`config.mk`:
```
export PLATFORM = sky130hd
export DESIGN_NAME = stuff_encoder
export DESIGN_NICKNAME = d
export VERILOG_FILES = /design/src/rtl/stuff_encoder.sv
export SDC_FILE = /design/constraint.sdc
export NUM_CORES = 1
export LEC_CHECK = 0
export BUFFER_PORTS_ARGS = -buffer_cell sky130_fd_sc_hd__buf_2
export CAP_MARGIN = 10
export CELL_PAD_IN_SITES_DETAIL_PLACEMENT = 1
export CELL_PAD_IN_SITES_GLOBAL_PLACEMENT = 2
export CORE_UTILIZATION = 32
export CTS_CLUSTER_SIZE = 20
export DETAILED_ROUTE_END_ITERATION = 8
export PLACE_DENSITY_LB_ADDON = 0.1
export SLEW_MARGIN = 40
export SYNTH_ARGS = -nofsm -noshare
export SYNTH_HDL_FRONTEND = slang
export SYNTH_SLANG_ARGS = --single-unit
```
`constraint.sdc`:
```
create_clock -name clk -period 1.9 [get_ports clk]
set_input_delay 0.38 -clock clk [delete_from_list [all_inputs] [get_ports clk]]
set_output_delay 0.38 -clock clk [all_outputs]
set_load 0.02 [all_outputs]
```
`src/rtl/stuff_encoder.sv`:
```
// Bit-stuffing serializer: inserts a complementary stuff bit after STUFF_LEN
// identical transmitted bits. All bit-level state advances only on the TP
// strobe; TX idles recessive (1) whenever no frame is in flight.
module stuff_encoder #(
    // Run length that triggers a stuff bit; cnt is 3 bits, so 1..7 is legal.
    parameter int STUFF_LEN = 5
) (
    input  logic clk,
    input  logic reset,
    input  logic TP,
    input  logic data_in,
    input  logic data_valid,
    input  logic data_last,
    input  logic F_STF,
    output logic data_ready,
    output logic TX,
    output logic stuff_flag,
    output logic underrun
);

    typedef enum logic [1:0] {
        IDLE  = 2'd0,
        SEND  = 2'd1,
        STUFF = 2'd2
    } state_t;

    localparam logic [2:0] LEN = 3'(STUFF_LEN);

    state_t     state;
    state_t     state_nxt;
    logic [2:0] cnt;
    logic [2:0] cnt_nxt;
    logic       last;
    logic       last_nxt;
    logic       tx_nxt;
    logic       sf_nxt;
    logic       uf_nxt;
    // Remembers that the bit preceding a scheduled stuff bit closed the frame.
    logic       end_pend;
    logic       end_pend_nxt;
    // Run length as it would be after consuming data_in this TP.
    logic [2:0] run_cnt;
    logic       hit;

    // A bit is consumed only on a TP, outside the stuff slot, and never in reset.
    assign data_ready = TP & data_valid & (state != STUFF) & reset;

    // Run-length update for the offered bit; saturates so cnt never wraps.
    always_comb begin
        run_cnt = 3'd1;
        if (state == SEND) begin
            if (F_STF) begin
                run_cnt = 3'd0;
            end else if (data_in == last) begin
                run_cnt = (cnt >= LEN) ? LEN : cnt + 3'd1;
            end
        end
    end

    // A completed run schedules the stuff bit, even on the frame's last bit.
    assign hit = (run_cnt == LEN);

    // State register.
    always_ff @(posedge clk or negedge reset) begin
        if (!reset) begin
            state <= IDLE;
        end else begin
            state <= state_nxt;
        end
    end

    // Next-state logic; only a TP can move the machine.
    always_comb begin
        state_nxt = state;
        if (TP) begin
            case (state)
                IDLE: begin
                    if (data_valid) begin
                        state_nxt = hit ? STUFF : (data_last ? IDLE : SEND);
                    end
                end
                SEND: begin
                    if (data_valid) begin
                        state_nxt = hit ? STUFF : (data_last ? IDLE : SEND);
                    end else begin
                        // Source starved mid-frame: abandon the frame.
                        state_nxt = IDLE;
                    end
                end
                STUFF: begin
                    state_nxt = end_pend ? IDLE : SEND;
                end
                default: begin
                    state_nxt = IDLE;
                end
            endcase
        end
    end

    // Output / datapath next values; everything holds between TPs.
    always_comb begin
        tx_nxt       = TX;
        cnt_nxt      = cnt;
        last_nxt     = last;
        sf_nxt       = stuff_flag;
        end_pend_nxt = end_pend;
        uf_nxt       = 1'b0;
        if (TP) begin
            sf_nxt = 1'b0;
            case (state)
                IDLE: begin
                    if (data_valid) begin
                        tx_nxt       = data_in;
                        last_nxt     = data_in;
                        cnt_nxt      = run_cnt;
                        end_pend_nxt = data_last;
                    end else begin
                        tx_nxt  = 1'b1;
                        cnt_nxt = 3'd0;
                    end
                end
                SEND: begin
                    if (data_valid) begin
                        tx_nxt       = data_in;
                        last_nxt     = data_in;
                        cnt_nxt      = run_cnt;
                        end_pend_nxt = data_last;
                    end else begin
                        tx_nxt  = 1'b1;
                        cnt_nxt = 3'd0;
                        uf_nxt  = 1'b1;
                    end
                end
                STUFF: begin
                    // Stuff bit opens the next run; F_STF is not consulted here.
                    tx_nxt   = ~last;
                    last_nxt = ~last;
                    cnt_nxt  = 3'd1;
                    sf_nxt   = 1'b1;
                end
                default: begin
                    tx_nxt  = 1'b1;
                    cnt_nxt = 3'd0;
                end
            endcase
        end
    end

    // Datapath registers; reset drops any pending stuff bit.
    always_ff @(posedge clk or negedge reset) begin
        if (!reset) begin
            TX         <= 1'b1;
            cnt        <= 3'd0;
            last       <= 1'b1;
            stuff_flag <= 1'b0;
            underrun   <= 1'b0;
            end_pend   <= 1'b0;
        end else begin
            TX         <= tx_nxt;
            cnt        <= cnt_nxt;
            last       <= last_nxt;
            stuff_flag <= sf_nxt;
            underrun   <= uf_nxt;
            end_pend   <= end_pend_nxt;
        end
    end

endmodule
```
# Yosys cells after proc, flatten, opt, wreduce, memory -nomap -nowiden
# Cells that the tools add are included.
[op_classes]
addsub = 1
order_cmp = 1
n_eq_ne = 7
n_mux = 20
bitwise = 4
n_reduce_logical = 6
[ops]
columns = ["operator", "count"]
rows = [
  ["$mux W3", 5],
  ["$mux W1", 8],
  ["$mux W2", 3],
  ["$pmux W2 S3", 1],
  ["$pmux W3 S2", 1],
  ["$reduce_and A3 Y1", 2],
  ["$ne A2 B2 Y1 const B", 2],
  ["$pmux W1 S2", 2],
  ["$add A3 B1 Y3 const B", 1],
  ["$and A1 B1 Y1", 3],
  ["$eq A3 B3 Y1 const B", 1],
  ["$ge A3 B3 Y1 const B", 1],
  ["$eq A2 B1 Y1 const B", 1],
  ["$eq A2 B2 Y1 const B", 1],
  ["$logic_not A2 Y1", 1],
  ["$ne A2 B1 Y1 const B", 1],
  ["$reduce_and A2 Y1", 1],
  ["$reduce_bool A2 Y1", 1],
  ["$reduce_or A2 Y1", 1],
  ["$eq A1 B1 Y1", 1],
  ["$not A1 Y1", 1],
]
[word_totals]
regBits = 10
inputBits = 7
elab_cells = 46

# Longest topological paths before layout
[depth]
ltp_word = 9
depth_mapped = 6

# Worst setup path after synthesis
# Ideal clock, no wire load.
[synth_path]
path_kind = "register -> output"
start = "reg state[1]"
end = "out data_ready"
arrival_time_ns = 1.199
path_slack_ns = 0.321
stages_incl_launch_ff = 5
path_buffers = 1
path_cell_list = "dfrtp_1 -> buf_2 -> inv_1 -> nor2_1 -> nor3b_1"
[synth_via]
elab_chain_len = 3
[synth_lines]
columns = ["element", "line", "text"]
rows = [
  ["start: declaration", "29", "state_t state;"],
  ["start signal: assignment", "68", "state <= state_nxt;"],
  ["$ne A2 B2 Y1", "46", "assign data_ready = TP & data_valid & (state != STUFF) & reset;"],
  ["$and A1 B1 Y1 (2 in series)", "46", ""],
  ["end: declaration", "15", "output logic data_ready,"],
]
# No other way between the ends.

# Worst setup path after layout
# Ends and elaborated chain as after synthesis.

==> flow_metrics.py <==
metrics = {
    "run_status": {
        "status": "finished clean",
    },
    "logic_synthesis": {
        "syn_nets": 68,
        "synth_cell_type_count": 31,
        "yosysSeqAreaShare": 0.431,
        "avgSynthCellArea_um2": 9.95,
        "syn_inst": 59,
        "ys_seq_elements": 10,
        "yosys-top-cells-area": "dfrtp_1 34%, dfstp_2 9.0%, mux2_2 5.8%",
        "synth_top_cell_by_area": "dfrtp_1",
        "yosysMostFrequentCell": "dfrtp_1",
        "synth-edff-count": 0,
        "synth_warnings": 0,
        "synth_top_area_share": 0.341,
        "syn_area_um2": 587,
        "ys_top_cells_by_count": "8 x dfrtp_1, 5 x nor3_1, 4 x inv_1, 4 x nor2_1",
        "ys.flop_type": "dfrtp_1",
        "async_reset_ff_frac": 1.00,
    },
    "sta": {
        "period_minus_slack_ns": 1.72,
        "finalSetupTns_ns": 0,
        "skew_ns": 0.00559,
        "worst_pin_slew_ns": 0.295,
        "min_period_over_period": 0.907,
        "finalSetupViolations": 0,
        "hold_viol": 0,
        "fmax_mhz": 580,
        "maxSlewViolCount": 0,
        "max_slew_margin": 0.801,
        "rsz0062_at_grt": "no",
    },
    "worst_setup_path": {
        "critical_path.cell_chain": "inv_1 > nor2_1 > nor3b_1 > buf_2",
        "crit_family": "flip-flops",
        "rrSetupSlack_ns": 0.28,
        "crit_fanout": 11,
        "slowest_delay_ns": 0.48,
        "required_ns": 1.52,
        "crit_type": "reg2out",
        "endpoint_kind": "primary output",
        "path_buf_inv": 2,
        "slowest_stage": "dfrtp_2",
        "critPathArrivalTime_ns": 1.34,
        "critPathLaunchType": "flip-flop",
    },
    "grt": {
        "grt_max_degree": 14,
        "grt_pass1_vias": 488,
        "grt_usage": 0.168,
        "overflow": 0,
        "antenna_found_initial": 0,
        "grt_pass1_wl_um": 2340,
    },
    "route": {
        "initialDrtViolationCount": 7,
        "wl_met2_um": 633,
        "viasPerCell": 5.30,
        "wl_um": 1390,
        "wl_per_cell_um": 14.5,
        "topRoutingLayerUsed": "met4",
        "wl_met1_um": 703,
        "met3WireLength_um": 41,
        "drcViolationCount": 0,
        "vias": 509,
        "ant_nets": 0,
        "drt-pass1-iter-count": 4,
    },
    "finish": {
        "multiInputGateArea_um2": 307,
        "antenna_cells": 0,
        "n_fill_cell": 211,
        "drive_above_1_share": 0.338,
        "seq_area_um2": 254,
        "nets": 82,
        "synthToLayoutAreaGrowth_pct": 18.3,
    },
    "clock_tree": {
        "cts_tree": "yes",
        "clk_pin_slew_ns": 0.07,
        "cts_max_path_buffers": 2,
        "cts_buffers": 3,
        "clk_latency_ns": 0.26,
        "clock-root-buffer": "clkbuf_4",
        "cts_resized": 0,
        "cts_htree_levels": 1,
        "cts_hold_buf": 0,
        "cts_num_sinks": 10,
        "postCtsSetupRepairBufs": 0,
    },
    "die": {
        "die_x_um": 44.8,
        "die_area_um2": 2010,
        "die_h_um": 44.8,
        "initial_core_util": 0.340,
        "rows": 15,
        "coreArea_um2": 1730,
        "io_pins": 11,
    },
    "power": {
        "p_leak_nw": 0.305,
        "powerDensity_nw_per_um2": 694,
        "power_uw": 482,
        "ir_drop_uv": 380,
    },
    "place": {
        "gp_congestion": 0.785,
        "portBuffers": 10,
        "dp_hpwl_um": 1030,
    },
    "job": {
        "cap_violations": 0,
    },
    "hold_path": {
        "holdCritPathClass": "in2async",
    },
}
[power breakdown]
| part | internal [mW] | total (mW) | switching, mW |
|---|---|---|---|
| combinational | 0.0402 | 0.0881 | 0.0479 |
| sequential | 0.232 | 0.251 | 0.0185 |
| clock | 0.0730 | 0.143 | 0.0703 |
| total | 0.345 | 0.482 | 0.137 |
[layer usage]
metal | GRT usage | vias to the layer above
met5 | 0 | -
met4 | 0.0727 | 0
met3 | 0.0640 | 2
met2 | 0.247 | 9
met1 | 0.221 | 256
li1 | - | 242
[placed cells by master, fill, tap and decap left out, types with 2 or more instances in the layout]
cell type | netlist | final
buf_2 | 1 | 10
dfrtp_1 | 8 | 7
nor3_1 | 5 | 5
inv_1 | 4 | 4
nor2_1 | 4 | 4
nand2_1 | 3 | 3
o22ai_1 | 3 | 3
mux2_2 | 3 | 3
clkbuf_4 | 0 | 3
dfstp_2 | 2 | 2
o21ai_0 | 2 | 2
nor2b_1 | 2 | 2
ha_1 | 2 | 2
buf_4 | 0 | 2
[registers in the layout, indices dropped and copies added (netlist names)]
signal      cells
underrun        1
last            1
end_pend        1
state           2
stuff_flag      1
cnt             3
TX              1
[final timing paths]
check	from	end	cells past startpoint
worst min-delay path	reset	underrun	2
worst max register to register	last	cnt[2]	4
max in group asynchronous	reset	TX	2
min in group clk	data_valid	underrun	2
worst min register to register	stuff_flag	stuff_flag	1
worst max-delay path	state[1]	data_ready	4
[cell families (layout without fill, tap and decap cells)]
group,after synthesis,after routing,share of synthesized area
adder cells (fa/ha/maj),2,2,0.0426
XOR/XNOR,1,1,0.0149
multiplexers,4,4,0.0746
buffers and inverters,7,19,0.0469
AO/OA/AOI/OAI,16,16,0.213
AND/OR/NAND/NOR,19,19,0.177
flip-flops,10,10,0.431
[worst reg2reg max path, stage by stage, from the launching register on]
cell,delay (ns)
dfstp_2,0.59
xor2_1,0.11
or4_4,0.52
a31o_1,0.22
a2bb2oi_2,0.12
[layout make-up]
| class | instances | share of cell area |
|---|---|---|
| Tap cell | 25 | 0.0450 |
| Clock buffer | 3 | 0.0324 |
| Multi-Input combinational cell | 42 | 0.441 |
| Inverter | 4 | 0.0216 |
| Timing Repair Buffer | 12 | 0.0937 |
| Sequential cell | 10 | 0.366 |
[through the flow]
stage	setup WS, ns	cell area, um2	instances	utilization	hold slack [ns]
2_1_floorplan	0.321	587	59	-	0.0844
3_3_place_gp	0.315	671	93	0.388	0.349
3_5_place_dp	0.290	671	93	0.388	0.341
4_1_cts	0.0705	693	96	0.401	0.0566
5_1_grt	0.0649	694	96	0.402	0.0531
6_report	0.177	694	96	0.402	0.0635
No activity file was read; power rests on OpenSTA's default activity.
